File: config.mk
export PLATFORM = sky130hd
export DESIGN_NAME = eth_frame_rx_param
export DESIGN_NICKNAME = d
export VERILOG_FILES = /design/src/rtl/eth_frame_rx_param.sv
export SDC_FILE = /design/constraint.sdc
export NUM_CORES = 1
export LEC_CHECK = 0
export ABC_CLOCK_PERIOD_IN_PS = 1950
export BUFFER_PORTS_ARGS = -buffer_cell sky130_fd_sc_hd__buf_4
export CAP_MARGIN = 15
export CORE_MARGIN = 2
export CORE_UTILIZATION = 40
export CTS_CLUSTER_SIZE = 16
export DETAILED_ROUTE_END_ITERATION = 10
export HOLD_SLACK_MARGIN = 0.03
export SLEW_MARGIN = 20
export SYNTH_ARGS = -nofsm -noshare
export SYNTH_HDL_FRONTEND = slang
export SYNTH_SLANG_ARGS = --single-unit
File: constraint.sdc
create_clock -name clk -period 1.95 [get_ports clk]
set_input_delay 0.195 -clock clk [delete_from_list [all_inputs] [get_ports clk]]
set_output_delay 0.195 -clock clk [all_outputs]
set_load 0.05 [all_outputs]
File: src/rtl/eth_frame_rx_param.sv
// rtl/eth_frame_rx_param.sv - serial Ethernet-style frame receiver with CRC-32 check
// Hunts preamble+SFD, captures DST/SRC/LEN, streams payload bytes, reports per-frame status.

module eth_frame_rx_param #(
   parameter int          PREAMBLE_BYTES = 7,
   parameter int          MAX_PAYLOAD    = 1500,
   parameter bit          ADDR_FILTER    = 1'b0,
   parameter logic [47:0] MY_MAC         = 48'h02_00_00_00_00_01
) (
   input  logic        clk,
   input  logic        rst,
   input  logic        signal,
   input  logic        bit_valid,
   output logic [47:0] mac_destination,
   output logic [47:0] mac_source,
   output logic [15:0] payload_len,
   output logic [7:0]  data_out,
   output logic        data_valid,
   output logic        frame_start,
   output logic        done,
   output logic        frame_ok,
   output logic        crc_err,
   output logic        len_err
);

   localparam int          HW       = 8 * (PREAMBLE_BYTES + 1);
   localparam int          CW       = $clog2(MAX_PAYLOAD + 1);
   localparam logic [HW-1:0] SYNC_PAT = {{PREAMBLE_BYTES{8'hAA}}, 8'hAB};
   localparam logic [31:0] POLY     = 32'h04C1_1DB7;
   localparam logic [31:0] MAX_L    = MAX_PAYLOAD;

   typedef enum logic [2:0] {ST_HUNT, ST_DST, ST_SRC, ST_LEN, ST_PAYLOAD, ST_FCS} state_t;

   state_t         state_q, state_d;
   logic [HW-2:0]  hunt_q, hunt_d;
   logic [5:0]     cnt_q, cnt_d;
   logic [CW-1:0]  byte_cnt_q, byte_cnt_d;
   logic [6:0]     byte_q, byte_d;
   logic [30:0]    fcs_q, fcs_d;
   logic [31:0]    crc_q, crc_d, crc_step;
   logic [47:0]    dst_q, dst_d, src_q, src_d;
   logic [15:0]    len_q, len_d;
   logic [7:0]     data_q, data_d;
   logic           data_valid_q, data_valid_d, frame_start_q, frame_start_d, done_q, done_d;
   logic           frame_ok_q, frame_ok_d, crc_err_q, crc_err_d, len_err_q, len_err_d;

   assign crc_step = {crc_q[30:0], 1'b0} ^ ((crc_q[31] ^ signal) ? POLY : 32'h0);

   always_comb begin
      state_d       = state_q;
      hunt_d        = hunt_q;
      cnt_d         = cnt_q;
      byte_cnt_d    = byte_cnt_q;
      byte_d        = byte_q;
      fcs_d         = fcs_q;
      crc_d         = crc_q;
      dst_d         = dst_q;
      src_d         = src_q;
      len_d         = len_q;
      data_d        = data_q;
      frame_ok_d    = frame_ok_q;
      crc_err_d     = crc_err_q;
      len_err_d     = len_err_q;
      data_valid_d  = 1'b0;
      frame_start_d = 1'b0;
      done_d        = 1'b0;
      if (bit_valid) begin
         case (state_q)
            ST_HUNT: begin
               hunt_d = {hunt_q[HW-3:0], signal};
               // Cleared on match so stale sync bits cannot combine with the next frame's preamble
               if ({hunt_q, signal} == SYNC_PAT) begin
                  frame_start_d = 1'b1;
                  crc_d         = 32'hFFFF_FFFF;
                  hunt_d        = '0;
                  cnt_d         = '0;
                  state_d       = ST_DST;
               end
            end
            ST_DST: begin
               dst_d = {dst_q[46:0], signal};
               crc_d = crc_step;
               cnt_d = cnt_q + 6'd1;
               if (cnt_q == 6'd47) begin
                  cnt_d = '0;
                  if (ADDR_FILTER && (dst_d != MY_MAC) && (dst_d != 48'hFFFF_FFFF_FFFF))
                     state_d = ST_HUNT;
                  else
                     state_d = ST_SRC;
               end
            end
            ST_SRC: begin
               src_d = {src_q[46:0], signal};
               crc_d = crc_step;
               cnt_d = cnt_q + 6'd1;
               if (cnt_q == 6'd47) begin
                  cnt_d   = '0;
                  state_d = ST_LEN;
               end
            end
            ST_LEN: begin
               len_d = {len_q[14:0], signal};
               crc_d = crc_step;
               cnt_d = cnt_q + 6'd1;
               if (cnt_q == 6'd15) begin
                  cnt_d      = '0;
                  byte_cnt_d = '0;
                  if ({16'd0, len_d} > MAX_L) begin
                     done_d     = 1'b1;
                     frame_ok_d = 1'b0;
                     crc_err_d  = 1'b0;
                     len_err_d  = 1'b1;
                     state_d    = ST_HUNT;
                  end else if (len_d == 16'd0) begin
                     state_d = ST_FCS;
                  end else begin
                     state_d = ST_PAYLOAD;
                  end
               end
            end
            ST_PAYLOAD: begin
               byte_d = {byte_q[5:0], signal};
               crc_d  = crc_step;
               cnt_d  = cnt_q + 6'd1;
               if (cnt_q == 6'd7) begin
                  cnt_d        = '0;
                  data_d       = {byte_q, signal};
                  data_valid_d = 1'b1;
                  byte_cnt_d   = byte_cnt_q + 1'b1;
                  if (byte_cnt_d == len_q[CW-1:0])
                     state_d = ST_FCS;
               end
            end
            ST_FCS: begin
               fcs_d = {fcs_q[29:0], signal};
               cnt_d = cnt_q + 6'd1;
               if (cnt_q == 6'd31) begin
                  cnt_d      = '0;
                  done_d     = 1'b1;
                  frame_ok_d = ({fcs_q, signal} == ~crc_q);
                  crc_err_d  = ({fcs_q, signal} != ~crc_q);
                  len_err_d  = 1'b0;
                  state_d    = ST_HUNT;
               end
            end
            default: state_d = ST_HUNT;
         endcase
      end
   end

   always_ff @(posedge clk) begin
      if (rst) begin
         state_q       <= ST_HUNT;
         hunt_q        <= '0;
         cnt_q         <= '0;
         byte_cnt_q    <= '0;
         byte_q        <= '0;
         fcs_q         <= '0;
         crc_q         <= '0;
         dst_q         <= '0;
         src_q         <= '0;
         len_q         <= '0;
         data_q        <= '0;
         data_valid_q  <= 1'b0;
         frame_start_q <= 1'b0;
         done_q        <= 1'b0;
         frame_ok_q    <= 1'b0;
         crc_err_q     <= 1'b0;
         len_err_q     <= 1'b0;
      end else begin
         state_q       <= state_d;
         hunt_q        <= hunt_d;
         cnt_q         <= cnt_d;
         byte_cnt_q    <= byte_cnt_d;
         byte_q        <= byte_d;
         fcs_q         <= fcs_d;
         crc_q         <= crc_d;
         dst_q         <= dst_d;
         src_q         <= src_d;
         len_q         <= len_d;
         data_q        <= data_d;
         data_valid_q  <= data_valid_d;
         frame_start_q <= frame_start_d;
         done_q        <= done_d;
         frame_ok_q    <= frame_ok_d;
         crc_err_q     <= crc_err_d;
         len_err_q     <= len_err_d;
      end
   end

   assign mac_destination = dst_q;
   assign mac_source      = src_q;
   assign payload_len     = len_q;
   assign data_out        = data_q;
   assign data_valid      = data_valid_q;
   assign frame_start     = frame_start_q;
   assign done            = done_q;
   assign frame_ok        = frame_ok_q;
   assign crc_err         = crc_err_q;
   assign len_err         = len_err_q;

endmodule

Yosys cells after proc, flatten, opt, wreduce, memory -nomap -nowiden
Index checks and enable logic that the tools add are counted.

word-level totals
  register bits after elaboration = 279
  bits of input ports = 4
  output and inout bits = 126
  logic and storage cells = 109

operators by class
  add/sub/neg operators = 2
  order comparisons = 1
  eq/ne operators = 21
  muxes and demuxes = 39
  bitwise operators = 6
  reduce and logical (&&, ||, !) cells = 23

operator list
  cell                                                   number
  == test 64 bit (second input constant)                 1
  case mux 32 bit (2 select lines)                       1
  2-to-1 mux 63 bit                                      1
  == test 32 bit                                         1
  2-to-1 mux 32 bit                                      1
  inequality test 32 bit                                 1
  NOT 32 bit                                             1
  bitwise XOR 32 x 27 -> 32 bit                          1
  2-to-1 mux 6 bit                                       5
  case mux 6 bit (5 select lines)                        1
  2-to-1 mux 27 bit                                      1
  2-to-1 mux 3 bit                                       8
  2-to-1 mux 11 bit                                      2
  case mux 11 bit (2 select lines)                       1
  case mux 3 bit (6 select lines)                        1
  > comparator 16 x 11 -> 1 bit (second input constant)  1
  zero test 16 bit                                       1
  inequality test 2 bit (second input constant)          8
  2-to-1 mux 1 bit                                       13
  AND reduction 2 bit                                    6
  adder 11 x 1 -> 11 bit (second input constant)         1
  == test 11 bit                                         1
  AND reduction 3 bit                                    3
  case mux 1 bit (2 select lines)                        4
  other kinds (19)                                       27

Depth between registers and ports, before layout
  depth after elaboration = 5
  depth in mapped cells = 8
  gate-level depth less buffers = 7

Worst setup path after synthesis
OpenSTA, ideal clock, no wires.

  path type = reg2reg
  from = register len_q[4], in the netlist payload_len[4]
  to = register crc_err_q, in the netlist crc_err
  library setup time = 0.128 ns
  data arrival time = 2.134 ns
  data required time = 1.822 ns
  path slack = -0.312 ns
  cell stages (with the launch flop) = 8
  path buffers = 1
  clock period less this slack = 2.262 ns
  cell sequence = dfxtp_1 > clkbuf_1 > nor3_1 > or3_1 > a2111oi_2 > o21ai_0 > a2bb2oi_1 > nor2_1

between the ends
  word-level cells in the longest chain between the ends = 3

ends and longest elaborated chain
  element                                 line  source
  from (decl)                             42    logic [15:0] len_q, len_d;
  from (signal assigned)                  180   len_q <= len_d;
  > comparator 16 x 11 -> 1 bit           108   if ({16'd0, len_d} > MAX_L) begin
  inequality test 2 bit (no source line)  --
  AND reduction 5 bit (no source line)    --
  to (signal assigned)                    186   crc_err_q <= crc_err_d;
  to (decl)                               45    logic frame_ok_q, frame_ok_d, crc_err_q, crc_err_d, len_err_q, len_err_d;

No other way between the ends.
A chain may end at the register's enable or synchronous reset.

Final worst setup path
  from = register hunt_q[39]
  to = register crc_q[7]

between the ends
  word-level cells in the longest chain between the ends = 3

ends and longest elaborated chain
  element                                 line  source
  from (decl)                             35    logic [HW-2:0] hunt_q, hunt_d;
  from (signal assigned)                  172   hunt_q <= hunt_d;
  == test 64 bit                          72    if ({hunt_q, signal} == SYNC_PAT) begin
  inequality test 2 bit (no source line)  --
  AND reduction 3 bit (no source line)    --
  to (signal assigned)                    177   crc_q <= crc_d;
  to (decl)                               40    logic [31:0] crc_q, crc_d, crc_step;

No other way between the ends.

==> out/metrics.cfg <==
[run_status]
outcome = finished with violations
violations = negative setup slack

[detailed_routing]
vias = 10400
drtPass1Iterations = 5
routed_via_density = 5.14
ant_nets = 0
avgRoutedWirePerCell_um = 14.8
drt_iter0_drc = 604
wl_mm = 29.8
drc = 0

[placed_design]
pre_cts_ws_ns = -0.217
postPlaceCellArea_mm2 = 0.0135
dp.cells = 1942
place_congestion = 0.829
portBuffers = 129
dpl.hpwl_mm = 18.7

[logic_synthesis]
ys_warn_count = 0
synth_enable_flop_cells = 0
synth_area_mm2 = 0.0114
synthesis.nets = 1433
netlist_instances = 1427
yosysSeqAreaShare = 0.490
ys_async_sr_fraction = 0
synth_area_per_cell_um2 = 7.99
synth_seq_cells = 279
yosysUniqueCellTypes = 57
synth_flop_cell = dfxtp_1

[clocking]
clk_latency_ns = 0.56
path_clk_slew_ns = 0.06
h-tree-depth = 1
cts_root_buf = clkbuf_16
cts_buffers = 30
clkSinkCount = 279
cts_tree = done
ctsLongestPathBuffers = 3

[floorplan]
initial_core_util = 0.408
fp.coreArea_mm2 = 0.0279
rows = 61
die_x_um = 173
io_pins = 130
die_area_mm2 = 0.0299
die_h_um = 173

[cells_and_area]
seq_area_mm2 = 0.00563
final_cell_mix = nand2_1 (384), dfxtp_1 (255), a21oi_1 (231), buf_4 (231), nor2_1 (108)
fin_nets = 1621
layout-drive-gt1-share = 0.249
multiInputGateArea_mm2 = 0.00574
final_common_cell = nand2_1
area_growth_pct = 32.7
layout.cells.non_filler = 2016
fill_cells = 2649
diodes = 0
final_area_mm2 = 0.0151

[setup_path]
r2r_end = crc_q[7]
crit_type = reg2reg
cp-start-kind = register
worstRegToRegCells = 8
worst-endpoint-required_ns = 2.35
cp.arrival_ns = 2.44
end_kind = register
rrSetupSlack_ns = -0.09
rr_startpoint = hunt_q[39]
critPathMaxFanout = 13

[timing]
rsz0062_at_grt = true
period_share = 1.04
timing.fmax_ghz = 0.491
tightest_slew_ns = 0.513
fin_crit_ns = 2.04
fin_worst_skew_ns = 0.0170
finalSetupViolations = 68
slew-limit-headroom = 0.655
slew_violations = 0
hold_violations = 0
setup_slack_ns = -0.0864

[flow_run]
cap_violations = 0

[global_routing]
grt_overflow = 0
grt_use_total = 0.196
antenna_found_initial = 0
grt_pass1_vias = 9968
grt_max_degree = 70
grt_pass1_wl_mm = 50.4

[pwr]
max-vdd-ir-drop_mv = 0.614
power_leakage_nw = 5.69
power_mw = 11.7
cellPowerDensity_mw_per_mm2 = 777

[min_path]
hold_path.class = in2reg
worstHoldStart = bit_valid
whs_path_depth = 4
hold_end = len_err

[critical path: stages (launching register included)]
cell and delay, ns:
dfxtp_1 0.34, and4bb_2 0.31, nand4_1 0.13, nor4_4 0.39, o211a_4 0.25, buf_12 0.14, buf_12 0.10, buf_16 0.13
a311oi_1 0.09
[per-stage QoR]
| step | util | TNS, ns | hold WS [ns] |
|---|---|---|---|
| after floorplan | - | -0.00348 | 0.431 |
| after global placement | 0.483 | -3.77 | 0.445 |
| after detailed placement | 0.483 | -8.14 | 0.448 |
| after CTS | 0.535 | -4.90 | 0.0509 |
| after global routing | 0.542 | -10.57 | 0.115 |
| final | 0.542 | -3.10 | 0.0803 |
[power by group]
group	internal (mW)	switching, mW	leakage [nW]
clock	3.51	2.30	0.505
sequential	5.70	0.00406	2.26
combinational	0.0559	0.188	2.92
total	9.26	2.49	5.69
[sequential cells by signal, indices dropped and copies added, names as in the netlist]
register         flops
hunt_q              63
mac_destination     48
mac_source          48
crc_q               32
fcs_q               31
payload_len         16
byte_cnt_q          11
data_out             8
byte_q               7
cnt_q                6
state_q              3
crc_err              1
data_valid           1
done                 1
frame_ok             1
frame_start          1
len_err              1
[cell families (layout without fill, tap and decap cells)]
logic type      after synthesis  after routing  synth area share
simple gates                660            660             0.263
buf+inv                     106            317            0.0383
flops                       279            279             0.490
fa+ha+maj                     2              2           0.00220
compound gates              312            312             0.154
mux                           8              8           0.00703
xor+xnor                     60             60            0.0461
[cell type report]
| type | count | area share |
|---|---|---|
| flip-flops and latches | 279 | 0.372 |
| repair buffers | 257 | 0.148 |
| inverters | 5 | 0.00124 |
| well taps | 378 | 0.0313 |
| clock buffers | 46 | 0.0610 |
| clock inverters | 9 | 0.00670 |
| multi-input cells | 1042 | 0.379 |
[how the worst max path moves through the flow]
stage / from / slack, ns / endpoint
3_5_place_dp: hunt_q[20] / -0.22 / crc_q[2]
3_3_place_gp: hunt_q[33] / -0.09 / hunt_q[23]
2_1_floorplan: payload_len[4] / -0.002 / crc_err
4_1_cts: hunt_q[19] / -0.15 / cnt_q[0]
6_report: hunt_q[39] / -0.09 / crc_q[7]
5_1_grt: hunt_q[47] / -0.21 / cnt_q[2]
[cell usage after synthesis, drive strengths merged, types with 2 or more instances]
library cell,n,share of area
mux2i,8,0.0070
nand2b,4,0.0022
o211a,4,0.0035
nor4b,4,0.0036
nor4,13,0.0085
buf,23,0.011
clkbuf,78,0.026
and3,37,0.020
or4,2,0.0013
dfxtp,279,0.49
and4b,5,0.0044
nor2,122,0.040
nor3b,2,0.0013
and4bb,14,0.015
xor2,17,0.013
a311oi,14,0.011
inv,5,0.0016
and2,6,0.0033
nor3,13,0.0057
a31oi,2,0.0011
o31ai,2,0.0013
nand3b,2,0.0013
a211oi,20,0.013
o21ai,19,0.0083
or3,8,0.0045
nor2b,4,0.0022
nand2,387,0.13
nand4b,2,0.0015
ha,2,0.0022
a21oi,236,0.10
a2bb2oi,2,0.0015
nand3,14,0.0061
nand4,14,0.0077
nor4bb,5,0.0044
xnor2,43,0.033
[repair_timing]
item	CTS	global route
endpoints found under the setup margin	79	82
gates cloned	5	0
resized for setup	63	39
setup buffers	11	4
pin swaps	30	28
hold buffers	0	0
[layer usage]
| layer | share of wire | routed length (um) | global-route usage | vias to the layer above |
|---|---|---|---|---|
| li1 | - | - | - | 5230 |
| met1 | 0.47 | 13900 | 0.269 | 4880 |
| met2 | 0.44 | 13200 | 0.306 | 215 |
| met3 | 0.074 | 2200 | 0.0572 | 42 |
| met4 | 0.017 | 514 | 0.0392 | 0 |
| met5 | 0 | 0 | 0 | - |
(Power assumes the default switching activity.)
